### src/rtl/fp16_div.sv
// Iterative half-precision divider: restoring division producing one quotient bit per clock,
// with valid/ready handshakes on both the operand and the result side.
module fp16_div #(
   parameter int EW   = 5,
   parameter int MW   = 10,
   parameter int BIAS = 15
) (
   input  logic             clk,
   input  logic             rst,
   input  logic             in_valid,
   output logic             in_ready,
   input  logic [EW+MW:0]   num,
   input  logic [EW+MW:0]   den,
   output logic             out_valid,
   input  logic             out_ready,
   output logic [EW+MW:0]   quo,
   output logic [1:0]       flags
);

   localparam int W  = 1 + EW + MW;
   localparam int CW = $clog2(MW + 3);

   typedef enum logic [1:0] {IDLE, CALC, DONE} state_t;

   state_t          state_q, state_d;
   logic [MW+2:0]   rem_q, rem_d;
   logic [MW:0]     dvs_q, dvs_d;
   logic [MW:0]     quot_q, quot_d;
   logic [CW-1:0]   cnt_q, cnt_d;
   logic            sign_q, sign_d;
   logic [EW-1:0]   ea_q, ea_d, eb_q, eb_d;
   logic [W-1:0]    quo_q, quo_d;
   logic [1:0]      flags_q, flags_d;

   logic            geq;
   logic [MW+1:0]   diff;
   logic [MW+1:0]   qNext;
   logic            adj;
   logic [MW-1:0]   fracRes;
   logic [EW+1:0]   eRes;
   logic            rangeBit;
   logic            signIn;

   // One restoring step plus the normalisation of the finished quotient; the result
   // path is only consumed on the final CALC edge, when qNext holds every quotient bit.
   always_comb begin
      geq      = rem_q >= {2'b00, dvs_q};
      diff     = rem_q[MW+1:0] - {1'b0, dvs_q};
      qNext    = {quot_q, geq};
      adj      = ~qNext[MW+1];
      fracRes  = qNext[MW+1] ? qNext[MW:1] : qNext[MW-1:0];
      eRes     = {2'b00, ea_q} - {2'b00, eb_q} + (EW+2)'(BIAS) - (EW+2)'(adj);
      rangeBit = eRes[EW+1] | eRes[EW];
      signIn   = num[W-1] ^ den[W-1];
   end

   assign in_ready  = (state_q == IDLE) & ~rst;
   assign out_valid = (state_q == DONE);
   assign quo       = quo_q;
   assign flags     = flags_q;

   // Next-state logic; zero magnitudes bypass the iteration entirely.
   always_comb begin
      state_d = state_q;
      rem_d   = rem_q;
      dvs_d   = dvs_q;
      quot_d  = quot_q;
      cnt_d   = cnt_q;
      sign_d  = sign_q;
      ea_d    = ea_q;
      eb_d    = eb_q;
      quo_d   = quo_q;
      flags_d = flags_q;
      case (state_q)
         IDLE: begin
            if (in_valid && in_ready) begin
               sign_d = signIn;
               ea_d   = num[MW+EW-1:MW];
               eb_d   = den[MW+EW-1:MW];
               rem_d  = {2'b01, num[MW-1:0]};
               dvs_d  = {1'b1, den[MW-1:0]};
               quot_d = '0;
               cnt_d  = CW'(MW + 2);
               if (den[W-2:0] == '0) begin
                  quo_d   = {signIn, {EW{1'b1}}, {MW{1'b0}}};
                  flags_d = 2'b10;
                  state_d = DONE;
               end else if (num[W-2:0] == '0) begin
                  quo_d   = {signIn, {(EW+MW){1'b0}}};
                  flags_d = 2'b00;
                  state_d = DONE;
               end else begin
                  state_d = CALC;
               end
            end
         end
         CALC: begin
            quot_d = qNext[MW:0];
            rem_d  = {(geq ? diff : rem_q[MW+1:0]), 1'b0};
            cnt_d  = cnt_q - 1'b1;
            if (cnt_q == CW'(1)) begin
               quo_d   = {sign_q, eRes[EW-1:0], fracRes};
               flags_d = {1'b0, rangeBit};
               state_d = DONE;
            end
         end
         DONE: begin
            if (out_ready) begin
               state_d = IDLE;
            end
         end
         default: state_d = IDLE;
      endcase
   end

   always_ff @(posedge clk or posedge rst) begin
      if (rst) begin
         state_q <= IDLE;
         rem_q   <= '0;
         dvs_q   <= '0;
         quot_q  <= '0;
         cnt_q   <= '0;
         sign_q  <= 1'b0;
         ea_q    <= '0;
         eb_q    <= '0;
         quo_q   <= '0;
         flags_q <= '0;
      end else begin
         state_q <= state_d;
         rem_q   <= rem_d;
         dvs_q   <= dvs_d;
         quot_q  <= quot_d;
         cnt_q   <= cnt_d;
         sign_q  <= sign_d;
         ea_q    <= ea_d;
         eb_q    <= eb_d;
         quo_q   <= quo_d;
         flags_q <= flags_d;
      end
   end

endmodule

### config.mk
export PLATFORM = sky130hd
export DESIGN_NAME = fp16_div
export DESIGN_NICKNAME = d
export VERILOG_FILES = /design/src/rtl/fp16_div.sv
export SDC_FILE = /design/constraint.sdc
export NUM_CORES = 1
export LEC_CHECK = 0
export CAP_MARGIN = 20
export CELL_PAD_IN_SITES_DETAIL_PLACEMENT = 1
export CELL_PAD_IN_SITES_GLOBAL_PLACEMENT = 1
export CORE_MARGIN = 2
export CORE_UTILIZATION = 35
export DETAILED_ROUTE_END_ITERATION = 10
export HOLD_SLACK_MARGIN = 0.1
export PLACE_DENSITY = 0.8
export SYNTH_ARGS = -nofsm -noshare
export SYNTH_HDL_FRONTEND = slang
export SYNTH_SLANG_ARGS = --single-unit
### constraint.sdc
create_clock -name clk -period 2.35 [get_ports clk]
set_input_delay 0.47 -clock clk [delete_from_list [all_inputs] [get_ports clk]]
set_output_delay 0.47 -clock clk [all_outputs]
set_load 0.05 [all_outputs]
==> results of run 1 <==
==> critical path, delay by kind of cell (launching register included) <==
kind | cells | cell delay, ps
AOI/OAI and AO/OA | 3 | 530
adders and majority gates | 4 | 1100
buffers and inverters | 4 | 250
DFF | 1 | 400
and+or+nand+nor | 2 | 240
==> routing by layer <==
layer | wire, um | up-vias | share of wire
met3 | 395 | 25 | 0.029
li1 | - | 1799 | -
met1 | 5630 | 1936 | 0.42
met4 | 269 | 0 | 0.020
met2 | 7120 | 60 | 0.53
met5 | 0 | - | 0
==> per-stage QoR <==
step                setup TNS (ps)  setup WS (ps)  std cells
floorplan                     -140           -140        459
global placement             -2810           -204        676
detailed placement           -4150           -356        676
CTS                           -471           -296        696
global route                  -834           -385        697
finish                        -616           -313        697
==> final cells by class <==
cell class	instances	area, um2
well taps	143	179
clock inverters	5	33.8
fillers	1323	5850
clock buffers	11	243
flip-flops and latches	70	1750
inverters	29	114
multi-input cells	338	2250
repair buffers	101	950
==> cells in the final DEF (no fill, tap or decap), types with 15 or more instances in the layout <==
| master | Yosys | layout |
|---|---|---|
| clkdlybuf4s50_1 | 0 | 53 |
| ha_1 | 22 | 17 |
| nand3_1 | 16 | 16 |
| buf_4 | 1 | 42 |
| a21oi_1 | 18 | 15 |
| nand2_1 | 80 | 79 |
| dfrtp_1 | 70 | 70 |
| inv_1 | 29 | 23 |
| o21ai_0 | 59 | 58 |
==> timing repair <==
item                       in CTS  in global routing
hold buffers                    0                  0
gates cloned                    0                  0
pin swaps                      12                 12
buffers inserted                4                  1
setup endpoints to repair       4                 18
gates resized for setup        18                 17
==> cell families (layout without fill, tap and decap cells) <==
| family | Yosys count | after routing | synth area share |
|---|---|---|---|
| xor gates and xnor gates | 13 | 13 | 0.0281 |
| and+or+nand+nor | 163 | 163 | 0.188 |
| buffers and inverters | 51 | 146 | 0.0538 |
| adders and majority gates | 25 | 25 | 0.0828 |
| AOI/OAI and AO/OA | 126 | 126 | 0.188 |
| muxes | 11 | 11 | 0.0272 |
| DFF | 70 | 70 | 0.432 |
==> cell usage after synthesis (3+ instances only) <==
| cell | instances | area [um2] |
|---|---|---|
| or3_1 | 10 | 62.6 |
| inv_1 | 29 | 109 |
| ha_1 | 22 | 275 |
| o21ai_0 | 59 | 295 |
| clkbuf_1 | 12 | 45.0 |
| nor2_1 | 13 | 48.8 |
| xnor2_1 | 8 | 70.1 |
| nand4_1 | 5 | 31.3 |
| dfrtp_1 | 70 | 1750 |
| nand3_1 | 16 | 80.1 |
| nand2_1 | 80 | 300 |
| fa_1 | 3 | 60.1 |
| o31ai_1 | 7 | 52.6 |
| and2_1 | 4 | 25.0 |
| nand2b_1 | 7 | 43.8 |
| buf_2 | 6 | 30.0 |
| mux2i_1 | 11 | 110 |
| a21oi_1 | 18 | 90.1 |
| nor3_1 | 10 | 50.1 |
| a21o_1 | 10 | 75.1 |
| o211ai_1 | 3 | 22.5 |
| nor4_1 | 8 | 50.1 |
| a31oi_1 | 9 | 56.3 |
| xor2_1 | 5 | 43.8 |
==> sequential cells by signal, indices dropped and copies added (netlist names) <==
signal   cells
quo         16
rem_q       13
dvs_q       11
quot_q      11
ea_q         5
eb_q         5
cnt_q        4
flags        2
state_q      2
sign_q       1
==> worst max-delay path by stage <==
stage | startpoint | slack, ps | endpoint | cells past startpoint
after floorplan | eb_q[0]$_DFFE_PP0P_ | -140 | flags[0]$_DFFE_PP0P_ | 13
after global placement | num[4] | -200 | quo[13]$_DFFE_PP0P_ | 8
after detailed placement | eb_q[0]$_DFFE_PP0P_ | -360 | flags[0]$_DFFE_PP0P_ | 13
after CTS | ea_q[0]$_DFFE_PP0P_ | -300 | flags[0]$_DFFE_PP0P_ | 14
after global routing | ea_q[0]$_DFFE_PP0P_ | -380 | flags[0]$_DFFE_PP0P_ | 13
final | ea_q[0]$_DFFE_PP0P_ | -310 | flags[0]$_DFFE_PP0P_ | 13
==> flow_summary.yaml, run 1 <==
cells_and_area:
  syn_to_final_growth_pct: 36.3
  drive_gt1_frac: 0.181
  fin_area_mm2: 0.00552
  final_nets: 610
  n_antenna_cell: 0
  postLayoutCoreUtil: 0.486
worst_setup_path:
  timing.rr.end: "flags[0]$_DFFE_PP0P_"
  required_ps: 2570
  critical_path_class: "register to register"
  worstSetupStartpointType: "register"
  worstReg2RegStart: "ea_q[0]$_DFFE_PP0P_"
  critPathMaxFanout: 3
  cp-end-kind: "register"
  reg2regPathDepth: 13
  rrSetupSlack_ps: -310
  cpMaxStageDelayCell: "fa_2"
  arrival_ps: 2880
  cpPeakStageDelay_ps: 460
  cp_cell_sequence: "inv_2, ha_4, inv_4, fa_2, inv_4, ha_4, inv_2, fa_2, nor2b_4, a21o_1, nand2_2, a211oi_2, o31ai_2"
timing:
  layout_min_cycle_time_ps: 2660
  rsz0062_at_grt: "true"
  drv_slew: 0
  finalWorstSetupSlack_ps: -313
  slew_headroom: 0.549
  fin_crit_sh: 1.13
  skew_ps: 9.02
  finalSetupViolations: 3
  fmax_mhz: 375
  hold_ws_ps: 457
  worstMarginPinSlew_ps: 677
  timing_hold_violations_final: 0
yosys:
  avgSynthCellArea_um2: 8.82
  synth_async_sr_flop_share: 1.00
  yosysSeqAreaShare: 0.432
  synth-seq-cells: 70
  synth_cells: 459
  synthDistinctLibCells: 50
  yosys_warnings: 0
  synth-edff-count: 0
  netlist_area_mm2: 0.00405
  synthFlopType: "dfrtp_1"
  syn_nets: 520
grt:
  grtUsageMet2: 0.396
  busiest_layer: "met2"
  grt-ovfl-total: 0
  grt_pass1_vias: 4228
  met3_usage: 0.0457
  use_met1: 0.262
  grt_max_degree: 57
  grtUsageTotal: 0.220
  grt_pass1_wl_um: 21800
  antenna_found_initial: 0
routing:
  viasPerCell: 5.48
  wirelength_um: 13400
  drc: 0
  routedWlPerCell_um: 19.2
  drt_iter0_markers: 179
  first_pass_iters: 4
  vias: 3820
  ant_nets: 0
place:
  gp_congestion: 0.883
  port_buffers: 55
  dp_hpwl_um: 8980
  placed_area_mm2: 0.00505
min_path:
  whs_path_depth: 2
  hp-class: "register to register"
  min_from: "dvs_q[10]$_DFFE_PP0P_"
  min_to: "dvs_q[10]$_DFFE_PP0P_"
cts:
  numCtsBuffers: 9
  insertion_delay_ps: 340
  path_clk_slew_ps: 60
  htreeDepth: 3
  clock_sink_count: 70
  clockBufferDepth: 2
  cts_tree: "done"
  cts-root-buf: "clkbuf_16"
floorplan:
  core_mm2: 0.0114
  start_util: 0.356
  dieWidth_um: 112
  io_pins: 56
  die-area_mm2: 0.0124
  fp.dieH_um: 112
  num_rows: 39
flow_run:
  maxCapViolCount: 0
run_status:
  status: "finished, violations left"
  violations: "setup timing"
Power of run 1 is left out: the tool's default activity adds up to more than one toggle a clock period on the data nets, which glitch-free logic cannot reach.
==> run 2, diff against run 1 <==
--- a/config.mk
+++ b/config.mk
@@ -12,7 +12,7 @@
 export CORE_UTILIZATION = 35
 export DETAILED_ROUTE_END_ITERATION = 10
 export HOLD_SLACK_MARGIN = 0.1
-export PLACE_DENSITY = 0.8
+export PLACE_DENSITY = 0.77
 export SYNTH_ARGS = -nofsm -noshare
 export SYNTH_HDL_FRONTEND = slang
 export SYNTH_SLANG_ARGS = --single-unit
==> constraint.sdc (replaced) <==
create_clock -name clk -period 3.4 [get_ports clk]
set_input_delay 0.68 -clock clk [delete_from_list [all_inputs] [get_ports clk]]
set_output_delay 0.68 -clock clk [all_outputs]
set_load 0.05 [all_outputs]
==> run 2 against run 1 <==
Against the previous run:
- the flow now finishes without violations
- critical path depth unchanged
- sequential share of layout area increased by 2.9 points
- global-route usage decreased by 2.0 points
- sequential cell count unchanged
- die area unchanged
- clock skew increased by 1.3 ps
- setup slack improved by 710 ps
- first-iteration DRC count increased by 22%
- utilization decreased by 4.1 points
- cell count decreased by 5.5%
- register-to-register slack improved by 710 ps
- via count decreased by 6.0%
- critical endpoint unchanged
- highest routed layer unchanged
==> flow_summary.yaml, run 2 (synthesis results as in run 1) <==
run_status:
  status: "finished clean"
cells_and_area:
  n_fill_cell: 1346
  postLayoutCoreUtil: 0.445
  final_nets: 573
  drive_gt1_frac: 0.0562
  final_cell_mix: "nand2_1 (80), dfrtp_1 (70), o21ai_0 (59), clkdlybuf4s50_1 (55), inv_1 (28)"
  syn_to_final_growth_pct: 24.8
  final_common_cell: "nand2_1"
  largest_reg_flops: 16
  n_antenna_cell: 0
  multi_input_area_mm2: 0.00208
  seqCellArea_mm2: 0.00175
floorplan:
  fp.dieH_um: 112
  core_mm2: 0.0114
  start_util: 0.356
  io_pins: 56
  dieWidth_um: 112
  num_rows: 39
  die-area_mm2: 0.0124
worst_setup_path:
  crit_family: "adder cells"
  critPathMaxFanout: 4
  cpPeakStageDelay_ps: 460
  cp_num_buf_inv: 3
  critical_path_class: "register to register"
  worstSetupStartpointType: "register"
  cpMaxStageDelayCell: "fa_1"
  cp_cell_sequence: "ha_1, inv_1, fa_1, inv_1, ha_1, inv_1, fa_1, nor2b_1, nor2_1, nand3b_1, o21ai_0, o211a_1, o31ai_1"
  path_common_cell: "inv_1"
  arrival_ps: 3240
  cp-end-kind: "register"
  required_ps: 3630
timing:
  drv_slew: 0
  worstMarginPinSlew_ps: 956
  timing_hold_violations_final: 0
  rsz0062_at_grt: "false"
  hold_ws_ps: 448
  slew_headroom: 0.362
  skew_ps: 10.3
  fin_crit_sh: 0.883
  layout_min_cycle_time_ps: 3000
  fin_tns_setup_ps: 0
  finalSetupViolations: 0
  fmax_mhz: 333
routing:
  viasPerCell: 5.45
  drt_iter0_markers: 218
  drc: 0
  first_pass_iters: 4
  routedWlPerCell_um: 17.8
  wirelength_um: 11700
  vias: 3592
  ant_nets: 0
power:
  ir_worst_vdd_uv: 678
  p_per_area_mw_per_mm2: 1260
  leakagePower_nw: 2.22
cts:
  insertion_delay_ps: 340
  cts_setup_buffers: 0
  cts_resized: 0
  hold_buffers: 0
  cts_tree: "done"
  clock_sink_count: 70
  path_clk_slew_ps: 60
  cts-root-buf: "clkbuf_16"
  clockBufferDepth: 2
  numCtsBuffers: 9
  htreeDepth: 3
min_path:
  hp-class: "register to register"
flow_run:
  maxCapViolCount: 0
place:
  dp_hpwl_um: 8220
  port_buffers: 55
  gp_congestion: 0.892
grt:
  grtUsageTotal: 0.200
  grt_max_degree: 71
  grt-ovfl-total: 0
  grt_pass1_vias: 3925
  antenna_found_initial: 0
  grt_pass1_wl_um: 20000
[run 2: path summary, 6_finish.rpt]
kind                                             from                      to  slack, ps  cells past startpoint
worst max-delay path              eb_q[0]$_DFFE_PP0P_    flags[0]$_DFFE_PP0P_        400                     13
worst min-delay path            dvs_q[10]$_DFFE_PP0P_   dvs_q[10]$_DFFE_PP0P_        450                      2
worst max register to register    eb_q[0]$_DFFE_PP0P_    flags[0]$_DFFE_PP0P_        400                     13
worst min register to register  dvs_q[10]$_DFFE_PP0P_   dvs_q[10]$_DFFE_PP0P_        450                      2
max in group asynchronous                         rst      quo[8]$_DFFE_PP0P_       2260                      3
min in group asynchronous                         rst  state_q[0]$_DFFE_PP0P_        840                      3
[run 2: layout make-up]
| class | instances | share of cell area |
|---|---|---|
| well taps | 143 | 0.0354 |
| flip-flops and latches | 70 | 0.346 |
| clock buffers | 11 | 0.0460 |
| repair buffers | 64 | 0.125 |
| multi-input cells | 338 | 0.412 |
| inverters | 29 | 0.0215 |
| clock inverters | 4 | 0.0144 |
[run 2: where the power goes]
part | switching [mW] | internal [mW] | total [mW] | leakage [nW]
clock | 0.363 | 0.638 | 1.00 | 0.146
combinational | 2.34 | 1.54 | 3.88 | 1.22
sequential | 0.269 | 1.22 | 1.49 | 0.850
total | 2.97 | 3.40 | 6.37 | 2.22
[run 2: metrics by stage]
step | total power, mW | setup WS, ps | std cells | instance area, um2
detailed placement | 5.36 | 407 | 644 | 4750
finish | 6.37 | 397 | 659 | 5060
global route | 6.96 | 155 | 659 | 5060
floorplan | 4.37 | 800 | 459 | 4050
CTS | 6.42 | 378 | 659 | 5060
global placement | 5.16 | 451 | 644 | 4750
[run 2: routing by layer]
| layer | wire [um] | track usage | share of wire |
|---|---|---|---|
| met3 | 366 | 0.0376 | 0.031 |
| met5 | 0 | 0 | 0 |
| met4 | 223 | 0.0716 | 0.019 |
| met2 | 5810 | 0.335 | 0.49 |
| met1 | 5350 | 0.260 | 0.46 |
[run 2: worst min-delay path, stage by stage, from the launching register on]
cell,delay (ps)
dfrtp_1,320
inv_1,50
nand2_1,50
Note: power is estimated with default switching activity, not from simulation.
==> run 3, diff against run 2 <==
--- a/config.mk
+++ b/config.mk
@@ -13,6 +13,7 @@
 export DETAILED_ROUTE_END_ITERATION = 10
 export HOLD_SLACK_MARGIN = 0.1
 export PLACE_DENSITY = 0.77
+export REMOVE_ABC_BUFFERS = 1
 export SYNTH_ARGS = -nofsm -noshare
 export SYNTH_HDL_FRONTEND = slang
 export SYNTH_SLANG_ARGS = --single-unit
==> run 3 against run 2 <==
Against the previous run:
- sequential cell count unchanged
- clock skew fell by 3.6 ps
- clock power decreased by 9%
- sequential share of layout area about the same
- setup slack improved by 6.1 ps
- global-route usage fell by 1.1 points
- sequential power hardly changed
- cell count is 0.30% higher
- non-clock buffer count is 1 higher
- first-iteration DRC count fell by 46%
- critical path type unchanged
- critical endpoint unchanged
- largest power group unchanged
==> flow_summary.yaml, run 3 (synthesis results as in run 1) <==
routing:
  vias: 3591
  ant_nets: 0
  first_pass_iters: 5
  drc: 0
  drt_iter0_markers: 117
  viasPerCell: 5.43
  wirelength_um: 11300
  routedWlPerCell_um: 17.0
cells_and_area:
  final_common_cell: "nand2_1"
  fin_area_mm2: 0.00505
  largest_reg_flops: 16
  final_cell_mix: "nand2_1 (80), dfrtp_1 (70), o21ai_0 (59), clkdlybuf4s50_1 (55), inv_1 (28)"
  drive_gt1_frac: 0.0637
  n_antenna_cell: 0
  seqCellArea_mm2: 0.00175
  final_nets: 574
  multi_input_area_mm2: 0.00208
  syn_to_final_growth_pct: 24.7
  n_fill_cell: 1328
grt:
  grt_pass1_vias: 3794
  antenna_found_initial: 0
  grtUsageTotal: 0.189
  grt-ovfl-total: 0
  grt_pass1_wl_um: 18900
  grt_max_degree: 71
cts:
  cts_resized: 0
  clockBufferDepth: 2
  insertion_delay_ps: 340
  htreeDepth: 3
  path_clk_slew_ps: 60
  numCtsBuffers: 9
  hold_buffers: 0
  cts_setup_buffers: 0
  cts_tree: "done"
  cts-root-buf: "clkbuf_16"
  clock_sink_count: 70
min_path:
  hp-class: "register to register"
worst_setup_path:
  worstSetupStartpointType: "register"
  required_ps: 3650
  endpoint: "flags[0]$_DFFE_PP0P_"
  cp-end-kind: "register"
  critPathMaxFanout: 4
  startpoint: "ea_q[0]$_DFFE_PP0P_"
  arrival_ps: 3250
  reg2regPathDepth: 14
  timing.rr.end: "flags[0]$_DFFE_PP0P_"
  worstReg2RegStart: "ea_q[0]$_DFFE_PP0P_"
  critical_path_class: "register to register"
  rrSetupSlack_ps: 400
timing:
  rsz0062_at_grt: "false"
  fin_crit_sh: 0.881
  worstMarginPinSlew_ps: 913
  fin_tns_setup_ps: 0
  drv_slew: 0
  fmax_mhz: 334
  timing_hold_violations_final: 0
  layout_min_cycle_time_ps: 3000
  finalSetupViolations: 0
  skew_ps: 6.66
  hold_ws_ps: 459
  slew_headroom: 0.392
floorplan:
  core_mm2: 0.0114
  die-area_mm2: 0.0124
  dieWidth_um: 112
  fp.dieH_um: 112
  io_pins: 56
  num_rows: 39
  start_util: 0.356
run_status:
  status: "finished clean"
power:
  leakagePower_nw: 2.21
  p_per_area_mw_per_mm2: 1250
  ir_worst_vdd_uv: 548
place:
  gp_congestion: 0.855
  placed_area_mm2: 0.00474
  port_buffers: 55
  dp_hpwl_um: 7960
flow_run:
  maxCapViolCount: 0
==> run 3: changes by cell type in the layout (fill, tap and decap cells not counted), sizes merged <==
cell / delta
inv: +1
bufinv: -2
clkbuf: -1
clkinv: +2
buf: +1
clkinvlp: +1
==> run 3: worst min path at each step <==
stage | from | cells past startpoint | slack, ps | end
floorplan | dvs_q[10]$_DFFE_PP0P_ | 2 | 420 | dvs_q[10]$_DFFE_PP0P_
global placement | dvs_q[10]$_DFFE_PP0P_ | 2 | 430 | dvs_q[10]$_DFFE_PP0P_
detailed placement | dvs_q[10]$_DFFE_PP0P_ | 2 | 440 | dvs_q[10]$_DFFE_PP0P_
CTS | dvs_q[10]$_DFFE_PP0P_ | 2 | 460 | dvs_q[10]$_DFFE_PP0P_
global route | dvs_q[10]$_DFFE_PP0P_ | 2 | 490 | dvs_q[10]$_DFFE_PP0P_
finish | dvs_q[10]$_DFFE_PP0P_ | 2 | 460 | dvs_q[10]$_DFFE_PP0P_
==> run 3: metal layers <==
metal  wire [um]  vias to the layer above  track usage
li1            -                     1714            -
met1        4770                     1801        0.226
met2        5910                       61        0.340
met3         383                       15       0.0370
met4         197                        0       0.0634
met5           0                        -            0
==> run 3: worst max-delay path, stage by stage, from the launching register on <==
cell,delay [ps]
dfrtp_1,370
inv_1,80
ha_1,150
inv_1,70
fa_1,500
inv_1,130
ha_1,170
inv_1,60
fa_1,380
nor2b_1,270
nor2_1,100
nand3b_1,90
o21ai_0,100
o211a_1,230
o31ai_1,210
==> run 3: cell type report <==
class                   count  area share
repair buffers             65       0.128
inverters                  29      0.0216
flip-flops and latches     70       0.347
clock inverters             6     0.00917
well taps                 143      0.0354
clock buffers              10      0.0473
multi-input cells         338       0.412
==> run 3: per-stage QoR <==
stage | power (mW) | worst slack, ps | cells | util
after floorplan | 4.27 | 430 | 437 | -
after global placement | 5.11 | 274 | 644 | 0.417
after detailed placement | 5.33 | 197 | 644 | 0.417
after CTS | 6.31 | 370 | 660 | 0.442
after global routing | 6.87 | 210 | 661 | 0.444
final | 6.32 | 403 | 661 | 0.444
==> run 3: power breakdown <==
part | total, mW | internal [mW] | switching (mW)
Combinational | 3.90 | 1.58 | 2.32
Sequential | 1.51 | 1.22 | 0.292
Clock | 0.907 | 0.517 | 0.390
